<file path="src/rtl/reaction_timer_if.sv">
// reaction_timer_if: bundles the reaction timer's control inputs and result
// outputs so the design and its environment share one connection point.
//   arm        - one-cycle pulse, a new light sequence has started
//   go         - lights-out level from the delay block
//   btn        - synchronised player button, active-high level
//   N          - prescaler reload; one time unit = N+1 clk cycles
//   react_time - measured time units, held until the next arm
//   valid      - one-cycle strobe when a result is latched
//   foul       - jump start, held until the next arm
//   ovf        - counter saturated before any press, held until the next arm
//   busy       - measurement in progress (ARMED or TIMING)
// master drives arm/go/btn/N; slave (the timer) drives the results.
interface reaction_timer_if #(
  parameter int WIDTH = 16
);
  logic             arm;
  logic             go;
  logic             btn;
  logic [WIDTH-1:0] N;
  logic [WIDTH-1:0] react_time;
  logic             valid;
  logic             foul;
  logic             ovf;
  logic             busy;

  modport master (
    output arm, go, btn, N,
    input  react_time, valid, foul, ovf, busy
  );

  modport slave (
    input  arm, go, btn, N,
    output react_time, valid, foul, ovf, busy
  );
endinterface

</file>
<file path="src/rtl/reaction_timer.sv">
// reaction_timer: measures the player's reaction to lights-out.
// Arms on arm, flags a foul if the button is pressed before go, otherwise
// counts prescaled time units (N+1 clk cycles each) from go until the press,
// saturating with ovf if the counter would wrap. A one-cycle valid strobe
// marks every latched result.
// Ports:
//   clk    - system clock, rising edge
//   rst    - synchronous active-high reset
//   bus_if - reaction_timer_if slave: arm/go/btn/N in,
//            react_time/valid/foul/ovf/busy out
module reaction_timer #(
  parameter int WIDTH = 16
) (
  input  logic               clk,
  input  logic               rst,
  reaction_timer_if.slave    bus_if
);

  localparam logic [1:0] S_IDLE   = 2'd0;
  localparam logic [1:0] S_ARMED  = 2'd1;
  localparam logic [1:0] S_TIMING = 2'd2;
  localparam logic [1:0] S_RESULT = 2'd3;

  logic [1:0]       state_q, state_d;
  logic             btn_q;
  logic [WIDTH-1:0] presc_q, presc_d;
  logic [WIDTH-1:0] react_q, react_d;
  logic             valid_q, valid_d;
  logic             foul_q,  foul_d;
  logic             ovf_q,   ovf_d;

  logic             press;
  logic             tick;
  logic             react_max;

  // Rising edge only: a button already held (even through arm) never counts.
  assign press     = bus_if.btn & ~btn_q;
  assign tick      = (presc_q == '0);
  assign react_max = (react_q == '1);

  always_comb begin
    state_d = state_q;
    presc_d = presc_q;
    react_d = react_q;
    valid_d = 1'b0;
    foul_d  = foul_q;
    ovf_d   = ovf_q;

    // arm outranks press and go in every state, including a restart mid-run.
    if (bus_if.arm) begin
      state_d = S_ARMED;
      react_d = '0;
      foul_d  = 1'b0;
      ovf_d   = 1'b0;
    end else begin
      case (state_q)
        S_ARMED: begin
          if (press) begin
            state_d = S_RESULT;
            foul_d  = 1'b1;
            react_d = '0;
            valid_d = 1'b1;
          end else if (bus_if.go) begin
            state_d = S_TIMING;
            presc_d = bus_if.N;
            react_d = '0;
          end
        end
        S_TIMING: begin
          // Press wins over a same-cycle tick, so that tick's increment is lost.
          if (press) begin
            state_d = S_RESULT;
            valid_d = 1'b1;
          end else if (tick) begin
            presc_d = bus_if.N;
            if (react_max) begin
              state_d = S_RESULT;
              ovf_d   = 1'b1;
              valid_d = 1'b1;
            end else begin
              react_d = react_q + 1'b1;
            end
          end else begin
            presc_d = presc_q - 1'b1;
          end
        end
        default: ;  // IDLE waits for arm; RESULT holds until arm
      endcase
    end
  end

  always_ff @(posedge clk) begin
    if (rst) begin
      state_q <= S_IDLE;
      btn_q   <= 1'b0;
      presc_q <= '0;
      react_q <= '0;
      valid_q <= 1'b0;
      foul_q  <= 1'b0;
      ovf_q   <= 1'b0;
    end else begin
      state_q <= state_d;
      btn_q   <= bus_if.btn;
      presc_q <= presc_d;
      react_q <= react_d;
      valid_q <= valid_d;
      foul_q  <= foul_d;
      ovf_q   <= ovf_d;
    end
  end

  assign bus_if.react_time = react_q;
  assign bus_if.valid      = valid_q;
  assign bus_if.foul       = foul_q;
  assign bus_if.ovf        = ovf_q;
  assign bus_if.busy       = (state_q == S_ARMED) || (state_q == S_TIMING);

endmodule

</file>
<file path="src/flat_wrapper.sv">
// flat-port wrapper written by rule: the top's interface ports become plain ports
module reaction_timer_flat 
#(
  parameter int WIDTH = 16
)
  (clk, rst, bus_if_arm, bus_if_go, bus_if_btn, bus_if_N, bus_if_react_time, bus_if_valid, bus_if_foul, bus_if_ovf, bus_if_busy);
  reaction_timer_if #(.WIDTH(WIDTH)) bus_if_i ();
  input  logic clk;
  input  logic rst;
  input wire logic [$bits(bus_if_i.arm)-1:0] bus_if_arm;
  input wire logic [$bits(bus_if_i.go)-1:0] bus_if_go;
  input wire logic [$bits(bus_if_i.btn)-1:0] bus_if_btn;
  input wire logic [$bits(bus_if_i.N)-1:0] bus_if_N;
  output wire logic [$bits(bus_if_i.react_time)-1:0] bus_if_react_time;
  output wire logic [$bits(bus_if_i.valid)-1:0] bus_if_valid;
  output wire logic [$bits(bus_if_i.foul)-1:0] bus_if_foul;
  output wire logic [$bits(bus_if_i.ovf)-1:0] bus_if_ovf;
  output wire logic [$bits(bus_if_i.busy)-1:0] bus_if_busy;
  assign bus_if_i.arm = bus_if_arm;
  assign bus_if_i.go = bus_if_go;
  assign bus_if_i.btn = bus_if_btn;
  assign bus_if_i.N = bus_if_N;
  assign bus_if_react_time = bus_if_i.react_time;
  assign bus_if_valid = bus_if_i.valid;
  assign bus_if_foul = bus_if_i.foul;
  assign bus_if_ovf = bus_if_i.ovf;
  assign bus_if_busy = bus_if_i.busy;
  reaction_timer #(.WIDTH(WIDTH)) u_core (.clk(clk), .rst(rst), .bus_if(bus_if_i));
endmodule
</file>
<file path="config.mk">
export PLATFORM = sky130hd
export DESIGN_NAME = reaction_timer_flat
export DESIGN_NICKNAME = d
export VERILOG_FILES = /design/src/rtl/reaction_timer_if.sv /design/src/rtl/reaction_timer.sv /design/src/flat_wrapper.sv
export SDC_FILE = /design/constraint.sdc
export NUM_CORES = 1
export LEC_CHECK = 0
export BUFFER_PORTS_ARGS = -buffer_cell sky130_fd_sc_hd__buf_2
export CORE_ASPECT_RATIO = 1.5
export CORE_UTILIZATION = 35
export CTS_BUF_LIST = sky130_fd_sc_hd__clkbuf_2 sky130_fd_sc_hd__clkbuf_4 sky130_fd_sc_hd__clkbuf_8
export DETAILED_ROUTE_END_ITERATION = 8
export GPL_TIMING_DRIVEN = 0
export HOLD_SLACK_MARGIN = 0.12
export PLACE_DENSITY = 0.62
export REMOVE_ABC_BUFFERS = 1
export SLEW_MARGIN = 30
export SYNTH_ARGS = -nofsm -noshare
export SYNTH_HDL_FRONTEND = slang
export SYNTH_SLANG_ARGS = --single-unit
</file>
<file path="constraint.sdc">
create_clock -name clk -period 4.4 [get_ports clk]
set_input_delay 0.22 -clock clk [delete_from_list [all_inputs] [get_ports clk]]
set_output_delay 0.22 -clock clk [all_outputs]
set_load 0.05 [all_outputs]
</file>
# Word-level counts from Yosys, hierarchy flattened
# Cells that the tools add are included.
# Widths: inputs -> output; s select.
dict set report op_classes {
  n_mux 23
  n_bitwise 4
  reduce_logical 11
  add_sub_neg 2
  n_eq_ne 14
}
# op count
set op_table {}
lappend op_table {{$mux 16} 9}
lappend op_table {{$pmux 16 s2} 2}
lappend op_table {{$add 16x1->16 const B} 1}
lappend op_table {{$eq 16x16->1 const B} 1}
lappend op_table {{$logic_not 16->1} 1}
lappend op_table {{$sub 16x1->16 const B} 1}
lappend op_table {{$reduce_and 4->1} 3}
lappend op_table {{$mux 2} 5}
lappend op_table {{$reduce_and 5->1} 2}
lappend op_table {{$ne 2x2->1 const B} 4}
lappend op_table {{$ne 4x2->1 const B} 2}
lappend op_table {{$ne 3x1->1 const B} 2}
lappend op_table {{$mux 1} 5}
lappend op_table {{$ne 4x3->1 const B} 1}
lappend op_table {{$pmux 2 s2} 1}
lappend op_table {{$ne 3x2->1 const B} 1}
lappend op_table {{$not 1->1} 3}
lappend op_table {{$reduce_bool 3->1} 1}
lappend op_table {{$eq 2x1->1 const B} 1}
lappend op_table {{$eq 2x2->1 const B} 1}
lappend op_table {{$ne 2x1->1 const B} 1}
lappend op_table {{$pmux 1 s2} 1}
lappend op_table {{$reduce_and 2->1} 1}
lappend op_table {{$reduce_bool 2->1} 1}
lappend op_table {{other kinds (3)} 3}
dict set report word_totals {
  register_bits 38
  in_bits 21
  wordCells 62
}

# Depth between registers and ports, before layout
dict set report logic_depth {
  depth_word 6
  depth_mapped 9
  depth_no_buf 7
}

# Worst setup path after synthesis
# OpenSTA, ideal clock, no wires.
dict set report synth_path {
  path_kind {register to register}
  start {reg u_core.react_q[1], in the netlist u_core.bus_if.react_time[1]}
  end {reg u_core.react_q[10], in the netlist u_core.bus_if.react_time[10]}
  setup_slack_ns 1.990
  synth_period_minus_slack_ns 2.410
  required_ns 4.285
  t_arrival_ns 2.295
  path_buffers 2
  stages_incl_launch_ff 9
  cell_sequence {dfxtp_1 > ha_1 > nand4_1 > nor4_1 > or4_1 > clkbuf_1 > clkbuf_1 > nor4_1 > o21a_1}
}
dict set report synth_between {
  elab_chain_len 5
}
# element line_no
set synth_lines {}
lappend synth_lines {{start: declaration} reaction_timer.sv:27} ;# logic [WIDTH-1:0] react_q, react_d;
lappend synth_lines {{start signal: assignment} reaction_timer.sv:105} ;# react_q <= react_d;
lappend synth_lines {{$add 16x1->16} reaction_timer.sv:81} ;# react_d = react_q + 1'b1;
lappend synth_lines {{$mux 16} reaction_timer.sv:76} ;# if (react_max) begin
lappend synth_lines {{$mux 16} reaction_timer.sv:74} ;# end else if (tick) begin
lappend synth_lines {{$mux 16} reaction_timer.sv:71} ;# if (press) begin
lappend synth_lines {{$pmux 16 s2} reaction_timer.sv:56} ;# case (state_q)
# Parallel ways exist; a longest one is shown, timed or not. The select of a mux whose other input is x is not followed.
# A chain may end at the register's enable or synchronous reset.

# Worst setup path in the final report
dict set report layout_path {
  start {reg u_core.presc_q[0]}
  end {reg u_core.react_q[7], in the netlist u_core.bus_if.react_time[7]}
}
dict set report layout_between {
  elab_chain_len 3
}
# element line_no
set layout_lines {}
lappend layout_lines {{start: declaration} reaction_timer.sv:26} ;# logic [WIDTH-1:0] presc_q, presc_d;
lappend layout_lines {{start signal: assignment} reaction_timer.sv:104} ;# presc_q <= presc_d;
lappend layout_lines {{$logic_not 16->1} reaction_timer.sv:38} ;# assign tick = (presc_q == '0);
lappend layout_lines {{$ne 2x1->1 (no line)} --}
lappend layout_lines {{$reduce_and 5->1 (no line)} --}
# Every way passes these cells.

==> results.sh <==
export IMPL_chipWidth_um=67.9
export IMPL_cellPowerDensity_nw_per_um2=292
export IMPL_count_of_pins_on_the_block_boundary=41
export IMPL_post_synth_num_cell_types=50
export IMPL_area_growth_pct=15.8
export IMPL_placement_rows=35
export IMPL_yosys_warnings=0
export IMPL_wl_met1_um=2420
export IMPL_drt_iter0_drc=86
export IMPL_layout_cells_most_common_list="buf_2, dfxtp_1, a21oi_1"
export IMPL_average_footprint_of_a_synthesized_cell_um2=7.93
export IMPL_synth_area_in_compound_gates_pct=25.8
export IMPL_placed_area_um2=2540
export IMPL_hold_viol_final=0
export IMPL_ctsHtreeMaxLevel=2
export IMPL_finalSetupViolCount=0
export IMPL_fin_ws_ps=1710
export IMPL_final_min_period_ps=2690
export IMPL_met3WireLength_um=213
export IMPL_hold_worst_slack_ps=178
export IMPL_worstHoldPathCells=2
export IMPL_highest_clock_frequency_the_design_can_meet_mhz=372
export IMPL_final_net_count=347
export IMPL_clk_insertion_delay_late_ps=290
export IMPL_worst_ep_required_time_ps=4620
export IMPL_critPathMaxFanout=17
export IMPL_hold_buffers=0
export IMPL_synth_area_mux_share_pct=1.87
export IMPL_static_leakage_power_uw=0.000955
export IMPL_setup_tns_final_ps=0
export IMPL_status="finished, final reports clean"
export IMPL_clk_transition_reported_paths_ps=80
export IMPL_design_area_um2=2640
export IMPL_grt_remaining_overflow=0
export IMPL_post_route_cells_drive_above_1_share_pct=20.2
export IMPL_detailedPlacementHpwl_um=4310
export IMPL_netlist_instances=287
export IMPL_cts_buffers_inserted=5
export IMPL_layout_cells_most_common="buf_2"
export IMPL_core_region_area_um2=6220
export IMPL_placed_cells=388
export IMPL_route_detailed_wl_per_inst_um=14.6
export IMPL_syn_area_um2=2280
export IMPL_synth_xor_xnor_area_share_pct=0
export IMPL_route_final_wire_length_um=5780
export IMPL_fin_worst_skew_ps=3.75
export IMPL_synth_seq_area_share_pct=33.4
export IMPL_min_delay_path_class="in -> reg"
export IMPL_overall_die_height_um=101
export IMPL_fin_cells=396
export IMPL_met2_wirelength_um=3080
export IMPL_initial_antenna_violation_count=0
export IMPL_fraction_of_the_mapped_netlist_area_in_simple_logic_gates_pct=31.1
export IMPL_ys_ff_latch=38
export IMPL_route_vias_total=2300
export IMPL_critPathArrivalTime_ps=2900
export IMPL_root_buffer="clkbuf_8"
export IMPL_timing_worst_slew_pin_value_ps=755
export IMPL_synth_flop_cell="dfxtp_1"
export IMPL_drv_max_cap_violation_count=0
export IMPL_timing_setup_critical_path_class="reg -> reg"
export IMPL_cts_tree="yes"
export IMPL_ir_worst_vdd_uv=130
export IMPL_dpl_worst_slack_ps=1730
export IMPL_final_period_utilization_pct=61.1
export IMPL_port_buffers=40
export IMPL_post_cts_buffers=0
export IMPL_clock_sink_count=38
export IMPL_first_global_vias=2108
export IMPL_synth_edff_count=0
export IMPL_slew_viol_final=0
export IMPL_cts_repair_resize_count=0
export IMPL_drt_vias_per_instance=5.81
export IMPL_grt_use_total_pct=18.3
export IMPL_postRouteAntennaNets=0
export IMPL_design_die_area_um2=6840
export IMPL_synth_top_family_by_area="simple AND/OR/NAND/NOR gates"
export IMPL_synth_async_reset_ratio_pct=0
export IMPL_filler_cell_count=667
export IMPL_first_pass_grt_wire_length_um=9620
export IMPL_worst_setup_path_start_kind="flop"
export IMPL_synthAdderAreaFrac_pct=2.75
export IMPL_drc=0
export IMPL_drt_first_pass_iters=4
export IMPL_floorplan_initialDensity_pct=36.6
export IMPL_worst_r2r_cell_count=7
export IMPL_slew_headroom_pct=49.7
export IMPL_num_antenna_cells=0
export IMPL_top_signal_layer_used="met4"
export IMPL_grt_setup_unrepaired="no"
export IMPL_grt_start_max_net_pins=22
export IMPL_worstSetupEndpointType="flop"
export IMPL_cts_buffer_depth=2
export IMPL_gp_congestion=0.773
-- Yosys cell counts, drive strengths merged, types with 4 or more instances --
master / count / area (µm²)
dfxtp: 38 / 761
a21oi: 31 / 155
o21ai: 27 / 135
nand2: 17 / 63.8
nor2: 16 / 60.1
clkbuf: 13 / 48.8
nand3: 12 / 60.1
nor3: 12 / 60.1
inv: 11 / 41.3
nor4: 10 / 92.6
or4: 10 / 78.8
nand4: 9 / 62.6
o31ai: 8 / 60.1
a211oi: 6 / 45.0
or3: 6 / 37.5
and2: 5 / 31.3
ha: 5 / 62.6
buf: 4 / 26.3
nand2b: 4 / 25.0
or2: 4 / 25.0
-- path summary, 6_finish.rpt --
| path | to | start | slack (ps) |
|---|---|---|---|
| hold / removal | u_core.btn_q | bus_if_btn | 180 |
| setup / recovery | u_core.bus_if.react_time[7] | u_core.presc_q[0] | 1710 |
| hold reg to reg | u_core.bus_if.foul | u_core.bus_if.foul | 480 |
| setup reg to reg | u_core.bus_if.react_time[7] | u_core.presc_q[0] | 1710 |
-- power by group --
group	leakage (µW)	internal (µW)	switching (µW)
Combinational	0.000596	53.8	96.1
Clock	0.0000517	133	126
Sequential	0.000308	352	10.3
-- sequential cells by signal (all words and copies together) (netlist names) --
signal and count:
u_core.btn_q 1, u_core.bus_if.ovf 1, u_core.state_q 2, u_core.presc_q 16, u_core.bus_if.react_time 16, u_core.bus_if.foul 1, u_core.bus_if.valid 1
-- kinds of logic (layout without fill, tap and decap cells) --
family | Yosys count | after routing
adder cells (fa/ha/maj) | 5 | 5
flip-flops | 38 | 38
AND/OR/NAND/NOR | 119 | 119
AO/OA/AOI/OAI | 93 | 93
buffers and inverters | 28 | 63
multiplexers | 4 | 4
-- per-stage QoR --
stage | util [%] | total power [µW]
after floorplan | - | 473
after global placement | 40.1 | 514
after detailed placement | 40.9 | 521
after CTS | 42.4 | 783
after global routing | 42.4 | 813
final | 42.4 | 771
-- critical path: stages, from the launching register on --
cell     delay, ps
dfxtp_1        330
inv_1          130
ha_1           180
nor4b_2        320
nand4_2        190
or4_1          770
or4_1          550
a21oi_1        150
-- routing by layer --
layer / GRT usage, % / vias up
met5: 0 / -
met4: 6.73 / 0
met3: 3.39 / 6
met2: 33.1 / 52
met1: 20.5 / 1083
li1: - / 1159
-- area by class of cell --
class | count | area (µm²) | area share (%)
Multi-Input combinational cell | 221 | 1410 | 53.6
Sequential cell | 38 | 761 | 28.9
Timing Repair Buffer | 44 | 234 | 8.88
Tap cell | 74 | 92.6 | 3.51
Clock buffer | 7 | 90.1 | 3.42
Inverter | 11 | 41.3 | 1.57
Clock inverter | 1 | 5.00 | 0.190
Note: power is estimated with default switching activity, not from simulation.
